===== config.mk =====
export PLATFORM = sky130hd
export DESIGN_NAME = bit_count_param
export DESIGN_NICKNAME = d
export VERILOG_FILES = /design/src/rtl/bit_count_param.sv
export SDC_FILE = /design/constraint.sdc
export NUM_CORES = 1
export LEC_CHECK = 0
export BUFFER_PORTS_ARGS = -buffer_cell sky130_fd_sc_hd__buf_2
export CORE_AREA = 2 2 54 56
export CTS_CLUSTER_DIAMETER = 150
export CTS_CLUSTER_SIZE = 20
export DETAILED_ROUTE_END_ITERATION = 16
export DIE_AREA = 0 0 56 58
export MAX_ROUTING_LAYER = met4
export PLACE_DENSITY = 0.75
export SLEW_MARGIN = 20
export SYNTH_ARGS = -nofsm -noshare
export SYNTH_HDL_FRONTEND = slang
export SYNTH_SLANG_ARGS = --single-unit
export TNS_END_PERCENT = 30

===== constraint.sdc =====
create_clock -name clk -period 2.1 [get_ports clk]
set_input_delay 0.315 -clock clk [delete_from_list [all_inputs] [get_ports clk]]
set_output_delay 0.315 -clock clk [all_outputs]
set_load 0.05 [all_outputs]

===== src/rtl/bit_count_param.sv =====
// bit_count_param: sequential popcount of a WIDTH-bit operand, BITS_PER_CYCLE bits per clock, s/done handshake.
// Define BIT_COUNT_PARITY_EN to add the parity output (XOR of all counted bits).
module bit_count_param #(
  parameter int WIDTH = 16,
  parameter int BITS_PER_CYCLE = 1,
  localparam int RW = $clog2(WIDTH + 1)
) (
  input  logic             clk,
  input  logic             reset,
  input  logic             s,
  input  logic             mode,
  input  logic [WIDTH-1:0] data,
  output logic [RW-1:0]    result,
`ifdef BIT_COUNT_PARITY_EN
  output logic             parity,
`endif
  output logic             done
);
  if (WIDTH < 1 || BITS_PER_CYCLE < 1 || BITS_PER_CYCLE > WIDTH || WIDTH % BITS_PER_CYCLE != 0) begin : g_bad_cfg
    $error("bit_count_param: invalid WIDTH/BITS_PER_CYCLE");
  end
  typedef enum logic [1:0] {S_IDLE, S_RUN, S_DONE} state_t;
  state_t state_q, state_d;
  logic [WIDTH-1:0] a_q, a_d;
  logic [RW-1:0] result_q, result_d, cnt;
  logic done_q, done_d;
`ifdef BIT_COUNT_PARITY_EN
  logic parity_q, parity_d, par;
`endif
  always_comb begin
    cnt = '0;
`ifdef BIT_COUNT_PARITY_EN
    par = 1'b0;
`endif
    for (int i = 0; i < BITS_PER_CYCLE; i++) begin
      cnt = cnt + RW'(a_q[i]);
`ifdef BIT_COUNT_PARITY_EN
      par = par ^ a_q[i];
`endif
    end
    state_d = state_q;
    a_d = a_q;
    result_d = result_q;
    done_d = done_q;
`ifdef BIT_COUNT_PARITY_EN
    parity_d = parity_q;
`endif
    case (state_q)
      S_IDLE: if (s) begin
        a_d = mode ? ~data : data;
        result_d = '0;
`ifdef BIT_COUNT_PARITY_EN
        parity_d = 1'b0;
`endif
        state_d = S_RUN;
      end
      S_RUN: if (a_q == '0) begin
        done_d = 1'b1;
        state_d = S_DONE;
      end else begin
        result_d = result_q + cnt;
        a_d = a_q >> BITS_PER_CYCLE;
`ifdef BIT_COUNT_PARITY_EN
        parity_d = parity_q ^ par;
`endif
      end
      S_DONE: if (!s) begin
        done_d = 1'b0;
        result_d = '0;
`ifdef BIT_COUNT_PARITY_EN
        parity_d = 1'b0;
`endif
        state_d = S_IDLE;
      end
      default: state_d = S_IDLE;
    endcase
  end
  always_ff @(posedge clk) begin
    if (reset) begin
      state_q <= S_IDLE;
      a_q <= '0;
      result_q <= '0;
      done_q <= 1'b0;
`ifdef BIT_COUNT_PARITY_EN
      parity_q <= 1'b0;
`endif
    end else begin
      state_q <= state_d;
      a_q <= a_d;
      result_q <= result_d;
      done_q <= done_d;
`ifdef BIT_COUNT_PARITY_EN
      parity_q <= parity_d;
`endif
    end
  end
  assign result = result_q;
  assign done = done_q;
`ifdef BIT_COUNT_PARITY_EN
  assign parity = parity_q;
`endif
endmodule

# ---- Word-level counts from Yosys, hierarchy flattened
# Index checks and enable logic that the tools add are counted.
dict set report word_totals {
  ff_bits 24
  in_bits 20
  output_inout_bits 6
  wordCells 36
}
dict set report op_classes {
  addsub 1
  eq_ne 6
  muxes 15
  bitwise 1
  n_reduce_logical 9
}
# operator n
set op_table {}
lappend op_table {{2-to-1 mux 16 bit} 3}
lappend op_table {{one-hot mux 16 bit (2 select lines)} 1}
lappend op_table {{logical NOT 16 bit} 1}
lappend op_table {{inverter 16 bit} 1}
lappend op_table {{2-to-1 mux 5 bit} 3}
lappend op_table {{one-hot mux 5 bit (3 select lines)} 1}
lappend op_table {{AND reduction 3 bit} 3}
lappend op_table {{inequality test 2 bit, second input constant} 4}
lappend op_table {{2-to-1 mux 2 bit} 3}
lappend op_table {{one-hot mux 2 bit (3 select lines)} 1}
lappend op_table {{adder 5 x 1 -> 5 bit} 1}
lappend op_table {{AND reduction 4 bit} 1}
lappend op_table {{nonzero test 2 bit} 2}
lappend op_table {{nonzero test 3 bit} 1}
lappend op_table {{== test 2 x 1 -> 1 bit, second input constant} 1}
lappend op_table {{== test 2 bit, second input constant} 1}
lappend op_table {{logical NOT 2 bit} 1}
lappend op_table {{2-to-1 mux 1 bit} 2}
lappend op_table {{one-hot mux 1 bit (2 select lines)} 1}

# ---- Longest topological paths before layout
dict set report depth {
  word_depth 4
  ltp_mapped 7
  ltp_nobuf 5
}

# ---- Least setup slack after synthesis
# OpenSTA, ideal clock, no wires.
dict set report synth_timing {
  kind {register to register}
  startpoint {register result_q[0], in the netlist result[0]}
  endpoint {register result_q[4], in the netlist result[4]}
  setup_ns 0.137
  arrival_time_ns 1.509
  required_ns 1.963
  path_slack_ns 0.454
  stages_incl_launch_ff 6
  path_buffers 0
  synth_period_minus_slack_ns 1.646
  cell_sequence {dfxtp_1 -> ha_1 -> ha_1 -> inv_1 -> o311ai_0 -> o211ai_1}
}
dict set report synth_via {
  elab_chain_cells 3
}
# element line_no
set synth_rtl {}
lappend synth_rtl {{start: declaration} 25} ;# logic [RW-1:0] result_q, result_d, cnt;
lappend synth_rtl {{start signal: assignment} 90} ;# result_q <= result_d;
lappend synth_rtl {{adder 5 x 1 -> 5 bit} 61} ;# result_d = result_q + cnt;
lappend synth_rtl {{2-to-1 mux 5 bit} 57} ;# S_RUN: if (a_q == '0) begin
lappend synth_rtl {{one-hot mux 5 bit (3 select lines)} 48} ;# case (state_q)
# No other way between the ends. The select of a mux whose other input is x is not followed.
# A chain may end at the register's enable or synchronous reset.

# ---- Worst setup path after layout
dict set report layout_timing {
  startpoint {register a_q[10]}
  endpoint {register a_q[1]}
}
dict set report layout_via {
  elab_chain_cells 3
}
# element line_no
set layout_rtl {}
lappend layout_rtl {{start: declaration} 24} ;# logic [WIDTH-1:0] a_q, a_d;
lappend layout_rtl {{start signal: assignment} 81} ;# a_q <= '0;
lappend layout_rtl {{start signal: assignment} 89} ;# a_q <= a_d;
lappend layout_rtl {{logical NOT 16 bit} 57}
lappend layout_rtl {{inequality test 2 bit (no source line)} -}
lappend layout_rtl {{AND reduction 3 bit (no source line)} -}
# No other way between the ends.

==> flow_metrics.py <==
metrics = {
    "status": {
        "status": "complete, no violations",
    },
    "setup_path": {
        "slowest_stage": "nor4_1",
        "cpLargestDelayFamily": "compound AO/OA/AOI/OAI gates",
        "r2r_slack_ns": 0.35,
        "crit_fanout": 15,
        "crit_path_cell_trace": "nor4_1, a41o_2, buf_4, a221o_1, a21oi_1",
        "worstSetupStartpointType": "register",
        "cp-end-kind": "register",
        "crit_arrival_ns": 1.95,
        "reg2reg_from": "a_q[10]",
        "crit_type": "reg2reg",
        "critPathRequiredTime_ns": 2.30,
        "critical_path.max_stage_delay_ns": 0.44,
        "r2r_end": "a_q[1]",
        "r2r_cells": 5,
        "cp_num_buf_inv": 1,
    },
    "floorplan": {
        "dieArea_sq_um": 3250,
        "fp.coreArea_sq_um": 2660,
        "ios": 26,
        "chipWidth_um": 56,
        "fp.dieH_um": 58,
        "start_util": 0.510,
        "rows": 19,
    },
    "cts": {
        "cts_buffers": 3,
        "clk_pin_slew_ns": 0.13,
        "clkSinkCount": 24,
        "insertion_delay_ns": 0.31,
        "htree_levels": 1,
        "cts_resized": 0,
        "clock_path_buffers": 2,
        "post-cts-setup-buffers": 0,
        "clk_root_buffer_cell": "clkbuf_4",
        "cts_tree": "yes",
        "cts_hold_buf": 0,
    },
    "sta": {
        "finalSetupTns_ns": 0,
        "timing.fmax_mhz": 572,
        "setup_ws_ns": 0.351,
        "slew_viol_final": 0,
        "post-route-min-period_ns": 1.75,
        "min_period_over_period": 0.833,
        "setup_violations": 0,
        "whs_ns": 0.294,
        "fin_worst_skew_ns": 0.00250,
        "rsz0062_at_grt": "no",
        "tightest_slew_ns": 0.464,
        "finalHoldViolCount": 0,
        "relSlewSlack": 0.691,
    },
    "finish": {
        "n_antenna_cell": 0,
        "drive_gt1_frac": 0.182,
        "layout.nets": 205,
        "fill_cells": 259,
        "area_growth_pct": 10.1,
    },
    "logic_synthesis": {
        "syn_area_sq_um": 1360,
        "syn_inst": 164,
        "syn_area_per_cell_sq_um": 8.28,
        "ys_ff_latch": 24,
        "synth.net_count": 186,
        "synth-warning-count": 0,
        "ys_dominant_reg_cell": "dfxtp_1",
        "synth.yosys.seq_area_share": 0.354,
        "async_flop_share": 0,
        "synth_cell_types": 29,
        "synth_edf_count": 0,
    },
    "drt": {
        "wl_met3_um": 102,
        "ant_nets": 0,
        "topRoutingLayerUsed": "met4",
        "via_per_inst": 5.97,
        "wl_met1_mm": 1.33,
        "drtIter0Drc": 53,
        "drc_errors": 0,
        "wirelength_mm": 2.86,
        "firstDrtPassIters": 4,
        "avgRoutedWirePerCell_um": 13.5,
        "wl_met2_mm": 1.40,
        "num_vias": 1265,
    },
    "global_routing": {
        "grt_first_pass_wirelength_mm": 4.82,
        "antenna_found_initial": 0,
        "grt_usage": 0.189,
        "first_global_vias": 1131,
        "overflow": 0,
        "grt_max_degree": 34,
    },
    "placement": {
        "dp_slack_ns": 0.361,
        "gp_congestion": 0.836,
        "numPortBuffers": 25,
        "dpl.hpwl_mm": 2.03,
    },
    "worst_hold_path": {
        "min_path_cells": 3,
        "hold_path_class": "in2reg",
        "worst_hold_path.endpoint": "a_q[15]",
        "worstHoldStart": "s",
    },
    "power": {
        "p_leak_nw": 0.572,
        "clock_power_share": 0.186,
        "pwr-share-comb": 0.317,
        "p_per_area_nw_per_um2": 736,
        "intPower_mw": 0.726,
        "switching_share": 0.340,
        "peakVddDrop_v": 0.000502,
        "switchingPower_mw": 0.374,
        "seqPwrFrac": 0.497,
    },
    "flow_run": {
        "cap_violations": 0,
    },
}
tightest hold or removal path: cells and delay by family:
family,cells,cell delay [ns]
and+or+nand+nor,1,0.08
AOI/OAI and AO/OA,1,0.06
buffers and inverters,1,0.13
cells by family (layout without fill, tap and decap cells):
logic type      Yosys count  after routing  share of synthesized area
buf+inv                  20             37                     0.0719
compound gates           46             46                      0.247
simple gates             55             55                      0.199
flops                    24             24                      0.354
fa+ha+maj                 2              2                     0.0184
xor+xnor                 17             17                      0.110
sequential cells by signal, indices dropped and copies added, names as in the netlist:
signal,flops
done,1
a_q,16
state_q,2
result,5
synthesized netlist by cell type, drive strengths merged, types with 2 or more instances:
master,instances,share of area
o32ai,2,0.013
nand2b,4,0.018
dfxtp,24,0.35
ha,2,0.018
a21oi,19,0.070
nor2,19,0.053
nor4,6,0.028
a31oi,5,0.023
nand3,19,0.070
inv,5,0.014
buf,7,0.036
a221o,15,0.11
nand2,2,0.0055
clkbuf,8,0.022
xnor2,16,0.10
per-stage QoR:
| stage | area, sq um | util | total power [mW] | std cells |
|---|---|---|---|---|
| after floorplan | 1360 | - | 0.837 | 164 |
| after global placement | 1470 | 0.553 | 0.892 | 209 |
| after detailed placement | 1470 | 0.553 | 0.906 | 209 |
| after CTS | 1500 | 0.562 | 1.11 | 212 |
| after global routing | 1500 | 0.562 | 1.17 | 212 |
| final | 1500 | 0.562 | 1.10 | 212 |
layout by cell type (no fill, tap or decap), drive strengths merged, types with 3 or more instances in the layout:
cell type	synthesis	routed
buf	7	29
dfxtp	24	24
nor2	19	19
nand3	19	19
a21oi	19	19
xnor2	16	16
a221o	15	15
nor4	6	6
inv	5	5
a31oi	5	5
nand2b	4	4
clkbuf	8	3
worst max path at each step:
| stage | from | end | slack [ns] | cells past startpoint |
|---|---|---|---|---|
| 2_1_floorplan | result[0] | result[4] | 0.45 | 5 |
| 3_3_place_gp | a_q[10] | a_q[2] | 0.40 | 5 |
| 3_5_place_dp | a_q[3] | a_q[1] | 0.36 | 5 |
| 4_1_cts | a_q[10] | a_q[1] | 0.35 | 5 |
| 5_1_grt | a_q[10] | a_q[4] | 0.23 | 5 |
| 6_report | a_q[10] | a_q[1] | 0.35 | 5 |
power by group through the flow:
stage | Combinational, mW | Sequential [mW] | Clock [mW]
final | 0.348 | 0.547 | 0.205
after global routing | 0.386 | 0.554 | 0.232
after CTS | 0.350 | 0.547 | 0.210
after detailed placement | 0.349 | 0.557 | 0
after global placement | 0.338 | 0.555 | 0
after floorplan | 0.285 | 0.552 | 0
final cells by class:
cell class              count  area (sq um)  area share
flip-flops and latches     24           480       0.321
well taps                  31          38.8      0.0259
clock buffers               3          22.5      0.0151
inverters                   5          18.8      0.0126
multi-input cells         120           779       0.521
repair buffers             29           155       0.104
metal layers:
| layer | global-route usage | up-vias |
|---|---|---|
| met5 | - | - |
| met3 | 0.0335 | 4 |
| met1 | 0.222 | 591 |
| met2 | 0.324 | 27 |
| met4 | 0.0714 | 0 |
| li1 | - | 643 |
No activity file was read; power rests on OpenSTA's default activity.
